`config.mk`:
```
export PLATFORM = sky130hd
export DESIGN_NAME = multicycle_controller
export DESIGN_NICKNAME = d
export VERILOG_FILES = /design/src/rtl/riscv_ctrl_pkg.sv /design/src/rtl/ctrl_out_decode.sv /design/src/rtl/multicycle_controller.sv
export SDC_FILE = /design/constraint.sdc
export NUM_CORES = 1
export LEC_CHECK = 0
export ABC_CLOCK_PERIOD_IN_PS = 2100
export CAP_MARGIN = 20
export CELL_PAD_IN_SITES_DETAIL_PLACEMENT = 0
export CELL_PAD_IN_SITES_GLOBAL_PLACEMENT = 1
export CORE_ASPECT_RATIO = 0.5
export CORE_MARGIN = 4
export CORE_UTILIZATION = 32
export DETAILED_ROUTE_END_ITERATION = 8
export PLACE_DENSITY_LB_ADDON = 0.1
export SLEW_MARGIN = 20
export SYNTH_ARGS = -nofsm -noshare
export SYNTH_HDL_FRONTEND = slang
export SYNTH_SLANG_ARGS = --single-unit
```
`constraint.sdc`:
```
create_clock -name clk -period 2.1 [get_ports clk]
set_clock_uncertainty 0.2 [all_clocks]
set_input_delay 0.42 -clock clk [delete_from_list [all_inputs] [get_ports clk]]
set_output_delay 0.42 -clock clk [all_outputs]
set_load 0.03 [all_outputs]
```
`src/rtl/riscv_ctrl_pkg.sv`:
```
// Shared encodings for the multi-cycle RV32I control path: opcodes, FSM states,
// ALU and immediate selects.
package riscv_ctrl_pkg;

    localparam logic [6:0] OP_R      = 7'b0110011;
    localparam logic [6:0] OP_LOAD   = 7'b0000011;
    localparam logic [6:0] OP_STORE  = 7'b0100011;
    localparam logic [6:0] OP_BRANCH = 7'b1100011;

    localparam logic [2:0] F3_BEQ = 3'b000;
    localparam logic [2:0] F3_BNE = 3'b001;

    localparam logic [1:0] ALU_ADD   = 2'b00;
    localparam logic [1:0] ALU_SUB   = 2'b01;
    localparam logic [1:0] ALU_FUNCT = 2'b10;

    localparam logic [1:0] IMM_I = 2'b00;
    localparam logic [1:0] IMM_S = 2'b01;
    localparam logic [1:0] IMM_B = 2'b10;
    localparam logic [1:0] IMM_Z = 2'b11;

    typedef enum logic [3:0] {
        FETCH,
        DECODE,
        MEM_ADDR,
        MEM_RD,
        LOAD_WB,
        MEM_WR,
        EXEC_R,
        R_WB,
        BRANCH,
        TRAP
    } state_t;

    // Immediate format depends only on the opcode, independent of FSM state.
    function automatic logic [1:0] imm_sel_of(input logic [6:0] opcode);
        case (opcode)
            OP_LOAD:   imm_sel_of = IMM_I;
            OP_STORE:  imm_sel_of = IMM_S;
            OP_BRANCH: imm_sel_of = IMM_B;
            default:   imm_sel_of = IMM_Z;
        endcase
    endfunction

endpackage

```
`src/rtl/ctrl_out_decode.sv`:
```
// Combinational map from FSM state (plus Opcode/Funct3/Zero/MemReady) to the
// datapath control vector.
module ctrl_out_decode
    import riscv_ctrl_pkg::*;
(
    input  logic [3:0] state,
    input  logic [6:0] opcode,
    input  logic [2:0] funct3,
    input  logic       zero,
    input  logic       mem_ready,
    output logic       mem_req,
    output logic       mem_write,
    output logic       ir_write,
    output logic       pc_write,
    output logic       pc_src,
    output logic       reg_write,
    output logic       mem_to_reg,
    output logic       alu_src_b,
    output logic [1:0] alu_op,
    output logic [1:0] imm_sel,
    output logic       illegal
);

    always_comb begin
        mem_req    = 1'b0;
        mem_write  = 1'b0;
        ir_write   = 1'b0;
        pc_write   = 1'b0;
        pc_src     = 1'b0;
        reg_write  = 1'b0;
        mem_to_reg = 1'b0;
        alu_src_b  = 1'b0;
        alu_op     = ALU_ADD;
        imm_sel    = imm_sel_of(opcode);
        illegal    = 1'b0;
        case (state)
            FETCH: begin
                mem_req  = 1'b1;
                ir_write = mem_ready;
                pc_write = mem_ready;
            end
            EXEC_R: begin
                alu_op = ALU_FUNCT;
            end
            R_WB: begin
                reg_write = 1'b1;
            end
            MEM_ADDR: begin
                alu_src_b = 1'b1;
                alu_op    = ALU_ADD;
            end
            MEM_RD: begin
                mem_req = 1'b1;
            end
            LOAD_WB: begin
                reg_write  = 1'b1;
                mem_to_reg = 1'b1;
            end
            MEM_WR: begin
                mem_req   = 1'b1;
                mem_write = 1'b1;
            end
            BRANCH: begin
                alu_op   = ALU_SUB;
                pc_src   = 1'b1;
                // Unsupported branch conditions simply fall through without a PC update.
                pc_write = ((funct3 == F3_BEQ) && zero) || ((funct3 == F3_BNE) && !zero);
            end
            TRAP: begin
                illegal = 1'b1;
            end
            default: begin
            end
        endcase
    end

endmodule

```
`src/rtl/multicycle_controller.sv`:
```
// Multi-cycle RV32I control FSM (R-type, load, store, branch) with a
// retired-instruction counter.
module multicycle_controller
    import riscv_ctrl_pkg::*;
#(
    parameter int CNT_W = 32
) (
    input  logic             clk,
    input  logic             rst,
    input  logic [6:0]       Opcode,
    input  logic [2:0]       Funct3,
    input  logic             Zero,
    input  logic             MemReady,
    output logic             MemReq,
    output logic             MemWrite,
    output logic             IRWrite,
    output logic             PCWrite,
    output logic             PCSrc,
    output logic             RegWrite,
    output logic             MemToReg,
    output logic             ALUSrcB,
    output logic [1:0]       ALUOp,
    output logic [1:0]       ImmSel,
    output logic             Illegal,
    output logic [CNT_W-1:0] InstrCount
);

    state_t state;
    state_t next_state;
    logic   retire;

    logic       d_mem_req, d_mem_write, d_ir_write, d_pc_write, d_pc_src;
    logic       d_reg_write, d_mem_to_reg, d_alu_src_b, d_illegal;
    logic [1:0] d_alu_op, d_imm_sel;

    always_ff @(posedge clk or posedge rst) begin
        if (rst) begin
            state <= FETCH;
        end else begin
            state <= next_state;
        end
    end

    always_comb begin
        next_state = state;
        case (state)
            FETCH:    if (MemReady) next_state = DECODE;
            DECODE: begin
                case (Opcode)
                    OP_R:               next_state = EXEC_R;
                    OP_LOAD, OP_STORE:  next_state = MEM_ADDR;
                    OP_BRANCH:          next_state = BRANCH;
                    default:            next_state = TRAP;
                endcase
            end
            EXEC_R:   next_state = R_WB;
            R_WB:     next_state = FETCH;
            MEM_ADDR: next_state = (Opcode == OP_LOAD) ? MEM_RD : MEM_WR;
            MEM_RD:   if (MemReady) next_state = LOAD_WB;
            LOAD_WB:  next_state = FETCH;
            MEM_WR:   if (MemReady) next_state = FETCH;
            BRANCH:   next_state = FETCH;
            TRAP:     next_state = TRAP;
            default:  next_state = FETCH;
        endcase
    end

    assign retire = (state == R_WB) || (state == LOAD_WB) || (state == BRANCH)
                 || ((state == MEM_WR) && MemReady);

    always_ff @(posedge clk or posedge rst) begin
        if (rst) begin
            InstrCount <= '0;
        end else if (retire) begin
            InstrCount <= InstrCount + 1'b1;
        end
    end

    ctrl_out_decode u_decode (
        .state      (state),
        .opcode     (Opcode),
        .funct3     (Funct3),
        .zero       (Zero),
        .mem_ready  (MemReady),
        .mem_req    (d_mem_req),
        .mem_write  (d_mem_write),
        .ir_write   (d_ir_write),
        .pc_write   (d_pc_write),
        .pc_src     (d_pc_src),
        .reg_write  (d_reg_write),
        .mem_to_reg (d_mem_to_reg),
        .alu_src_b  (d_alu_src_b),
        .alu_op     (d_alu_op),
        .imm_sel    (d_imm_sel),
        .illegal    (d_illegal)
    );

    // Reset silences every output at once, even a request already in flight.
    assign MemReq   = d_mem_req    & ~rst;
    assign MemWrite = d_mem_write  & ~rst;
    assign IRWrite  = d_ir_write   & ~rst;
    assign PCWrite  = d_pc_write   & ~rst;
    assign PCSrc    = d_pc_src     & ~rst;
    assign RegWrite = d_reg_write  & ~rst;
    assign MemToReg = d_mem_to_reg & ~rst;
    assign ALUSrcB  = d_alu_src_b  & ~rst;
    assign ALUOp    = d_alu_op     & {2{~rst}};
    assign ImmSel   = d_imm_sel    & {2{~rst}};
    assign Illegal  = d_illegal    & ~rst;

endmodule

```
# Word-level counts from Yosys, hierarchy flattened
# Cells that the tools add are included.
[totals]
ff_bits = 36
input_bits = 14
output_inout_bits = 45
word_cells = 63
[classes]
n_addsub = 1
eq_ne = 17
mux = 17
bitwise_logic = 12
n_reduce_logical = 14
[ops]
columns = ["cell", "count"]
rows = [
  ["$add A32 B1 Y32 const B", 1],
  ["$pmux W4 S7", 1],
  ["$eq A4 B3 Y1 const B", 4],
  ["$eq A7 B6 Y1 const B", 2],
  ["$mux W4", 3],
  ["$pmux W4 S3", 1],
  ["$and A1 B1 Y1", 9],
  ["$eq A4 B2 Y1 const B", 2],
  ["$eq A4 B4 Y1 const B", 2],
  ["$mux W1", 8],
  ["$eq A7 B2 Y1 const B", 1],
  ["$eq A7 B7 Y1 const B", 1],
  ["$ne A2 B2 Y1 const B", 3],
  ["$pmux W2 S3", 1],
  ["$and A2 B2 Y2", 2],
  ["$eq A4 B1 Y1 const B", 1],
  ["$logic_not A4 Y1", 1],
  ["$logic_or A1 B1 Y1", 4],
  ["$pmux W2 S2", 1],
  ["$reduce_or A2 Y1", 2],
  ["$eq A3 B1 Y1 const B", 1],
  ["$logic_and A1 B1 Y1", 3],
  ["$logic_not A3 Y1", 1],
  ["$mux W3", 1],
  ["5 further kinds", 5],
]

# Logic depth before layout (Yosys ltp)
[logic_depth]
word_depth = 5
ltp_mapped = 7

# Hierarchy
# Synthesis repeated with hierarchy kept, for this count alone.
[hier_totals]
hier_cells = 216
hier_area_um2 = 2143.3
[by_module_without_submodules]
columns = ["mod", "n_inst", "cells_per_inst", "area_each_um2"]
rows = [
  ["multicycle_controller", 1, 190, 1985.7],
  ["ctrl_out_decode", 1, 26, 157.7],
]

# Worst setup path after synthesis
# OpenSTA, ideal clock, no wires.
[synth_path]
path_kind = "input-to-output"
start = "input rst"
end = "output PCWrite"
arrival_time_ps = 2516
required_time_ps = 1480
setup_slack_ps = -1036
path_stages = 4
n_path_buf = 0
path_cell_list = "inv_1 nand3b_1 nor3_1 a21o_1"
[synth_via]
elab_chain_cells = 2
[synth_rtl]
columns = ["item", "line", "source"]
rows = [
  ["start, declared", "multicycle_controller.sv:9", "input logic rst,"],
  ["$not A1 Y1", "multicycle_controller.sv:102", "assign PCWrite = d_pc_write & ~rst;"],
  ["$and A1 B1 Y1", "multicycle_controller.sv:102", ""],
  ["end, declared", "multicycle_controller.sv:17", "output logic PCWrite,"],
]
# No other way between the ends.

# Worst setup path in the final report
[layout_path]
start = "register state[1]"
end = "output PCWrite"
[layout_via]
elab_chain_cells = 3
elab_cells_between_ends = 4
[layout_rtl]
columns = ["item", "line", "source"]
rows = [
  ["start, declared", "multicycle_controller.sv:28", "state_t state;"],
  ["start signal, assigned", "multicycle_controller.sv:40", "state <= next_state;"],
  ["$eq A4 B4 Y1 or $logic_not A4 Y1 (tied branches)", "ctrl_out_decode.sv:36", "case (state)"],
  ["$pmux W1 S2 (*)", "ctrl_out_decode.sv:36", ""],
  ["$and A1 B1 Y1 (*)", "multicycle_controller.sv:102", ""],
]
# Mark *: on every way between the ends. The rest lies on a longest branch, timed or not.

==> results <==
sequential cells by signal (all words and copies together) (netlist names):
register    flops
state           4
InstrCount     32
layout make-up:
type	count	area, µm²	area share (%)
multi-input combinational	147	1110	35.1
sequential	36	902	28.4
timing repair buffer	95	895	28.2
clock buffer	7	143	4.50
tap	73	91.3	2.88
inverter	4	18.8	0.592
clock inverter	1	7.51	0.237
layer usage:
layer | vias up | global-route usage [%] | share of wire [%]
met5 | - | 0 | 0
met4 | 0 | 2.63 | 0.37
met3 | 2 | 4.25 | 4.5
met2 | 37 | 26.1 | 52
met1 | 829 | 16.9 | 43
li1 | 871 | - | -
cells by family (layout without fill, tap and decap cells):
| kind of cell | after synthesis | after routing |
|---|---|---|
| AND/OR/NAND/NOR | 97 | 97 |
| flip-flops | 36 | 36 |
| XOR/XNOR | 33 | 33 |
| AO/OA/AOI/OAI | 14 | 14 |
| buffers and inverters | 9 | 107 |
| multiplexers | 2 | 2 |
| adder cells (fa/ha/maj) | 1 | 1 |
where the power goes:
group	internal [mW]	switching, mW	total [mW]
registers	0.747	0.0450	0.792
clock network	0.472	0.268	0.740
logic	0.329	0.360	0.690
total	1.55	0.674	2.22
through the flow:
stage,instance area [µm²],utilization [%],hold WS (ns),instances
after detailed placement,2820,49.9,0.263,345
final,3170,56.1,0.230,363
after global routing,3170,56.1,0.298,363
after floorplan,1990,-,0.178,192
after CTS,3080,54.5,0.251,361
after global placement,2820,49.9,0.263,345
repair_timing:
action / CTS / global route
gates resized for setup: 34 / 21
setup buffers: 8 / 2
endpoints found under the setup margin: 28 / 34
pin swaps: 7 / 10
cell usage after synthesis:
cell type / count / area (µm²)
a211oi_1: 3 / 22.5
o41ai_4: 1 / 27.5
mux2i_1: 1 / 10.0
o21a_1: 1 / 7.51
xor2_1: 6 / 52.6
nor3_1: 11 / 55.1
or4b_4: 1 / 13.8
a21o_1: 1 / 7.51
nor4b_4: 1 / 23.8
and4_1: 3 / 26.3
nand2b_1: 4 / 25.0
ha_1: 1 / 12.5
and2_1: 2 / 12.5
o21ai_0: 4 / 20.0
nor3b_4: 1 / 18.8
inv_2: 1 / 3.75
nand2_1: 17 / 63.8
inv_1: 3 / 11.3
buf_6: 1 / 11.3
and4b_1: 1 / 10.0
nand3_1: 15 / 75.1
clkbuf_1: 2 / 7.51
xnor2_1: 27 / 236
dfrtp_1: 36 / 901
or4_1: 1 / 7.51
nor2_1: 16 / 60.1
a21oi_1: 4 / 20.0
nor2b_1: 2 / 12.5
buf_2: 1 / 5.00
nand4_1: 11 / 68.8
nor4_1: 1 / 6.26
or3_1: 1 / 6.26
nor4bb_1: 1 / 10.0
nor3b_1: 3 / 22.5
and3_1: 3 / 18.8
clkbuf_2: 1 / 5.00
mux2_2: 1 / 11.3
nand3b_1: 2 / 15.0
worst max-delay path, cell delays in order, from the launching register on:
cell      delay, ns
dfrtp_1        0.39
buf_6          0.14
nand3b_1       0.20
buf_4          0.17
nor3_4         0.13
a21o_4         0.14
buf_6          0.12
worst min path at each step:
stage	startpoint	to	slack [ns]
after floorplan	rst	InstrCount[0]	0.18
after global placement	InstrCount[31]	InstrCount[31]	0.26
after detailed placement	InstrCount[31]	InstrCount[31]	0.26
after CTS	rst	state[3]	0.25
after global routing	InstrCount[31]	InstrCount[31]	0.30
final	rst	InstrCount[1]	0.23
cells in the final DEF (no fill, tap or decap), types with 5 or more instances in the layout:
| cell type | count |
|---|---|
| buf_4 | 38 |
| buf_6 | 10 |
| clkbuf_16 | 5 |
| clkdlybuf4s50_1 | 35 |
| dfrtp_1 | 35 |
| nand2_1 | 13 |
| nand3_1 | 11 |
| nand4_1 | 11 |
| nor2_1 | 13 |
| nor3_1 | 7 |
| xnor2_1 | 27 |
| xor2_1 | 6 |
==> run metrics <==
Setup WS pre-CTS -0.652 ns; period utilisation layout 104%; Crit path required time 1.48 ns; sequential fraction of the synthesis area 46.8%; setup repair after global routing missed its margin true; mux share of post-synthesis cell area 1.11%; pin count of the biggest net entering global routing 37; Final #Nets just over 300; beginning of the critical path state[1]; Slew headroom about two thirds; Compound-Gate Fraction of Synth Area between 5 and 6%; Peak VDD IR ~0.31 mV; FF-to-FF setup slack -0.05 ns; Remaining DRCs 0; ANT nets after route 0; number of distinct library cells after synthesis 38; #FFs+latches synth 36; ratio of cells with drive above 1 in the final layout 30.3%; DRT Pass-1 Iters 5; GRT Resource Usage Total 14.3%; Slew Limit Fails 0; Post-Synth XOR/XNOR Area 15.0%; critical setup path kind reg2out; r2r endpoint InstrCount[23]; Fill cells a little over 500; H-tree Lvls 2; Layout area overhead 64.8%; final worst slack -0.0826 ns; total die area ~7400 µm²; Setup TNS -0.362 ns; first-pass GRT wire length 8.80 mm; Post-Synth Simple-Gate Area between 20% and 30%; Post-Synthesis Cells ~190; antenna violations before repair 0; CTS tree yes; Avg Inst Size Synth around 10 µm²; DIE HEIGHT ~63 µm; Final Hold Viols 0; main combinational cell family by area after synthesis simple AND/OR/NAND/NOR gates; core area ~5700 µm²; crit start category flip-flop; CP Capture Point PCWrite; clock sink count 36; routed len/inst ~13 µm; Adder-Cell Fraction of Synth Area 0.650%; yosys warns 0; Vias around 1.7k; worst skew pair latency 0.27 ns; Clock Path Buffers 2; Reg2Reg Depth 6; Tmin final about 2.2 ns; Placer Congestion between 0.7 and 0.8; Worst-path clk slew 0.06 ns; number of vias per cell between 4 and 5; Post-CTS Hold Buffers 0; Mapped Area roughly 1900 µm²; Worst Setup End Kind output pin; syn_nets 207; FF-to-FF Start state[0]; actual slew at the worst max-slew pin slightly below 0.5 ns; DR iter-0 viols 35; critical path arrival approximately 1.6 ns; leakage 1.34 nW; failing checks setup timing; clock buffer count from CTS 5; diode count 0; PortBufs a little under 60; critical path peak fanout 6; vias in the first global route 1,824; DRT Wirelength between 4 and 5 mm; Die Span X between 100 and 150 µm; total grt overflow 0; Overall Power approximately 2.2 mW; outcome finished with violations; Initial Utilization between 30 and 40%; highest clock rate between 0.4 and 0.5 GHz; max cap viols 0; I/O Pins 59; Hold WC Path Type in2async; # rows 19; DP HPWL 3.56 mm; PD cells around 700 nW/µm²; Clock Tree Root clkbuf_16; endpoints failing setup 9
Power figures use the tool's default switching activity.
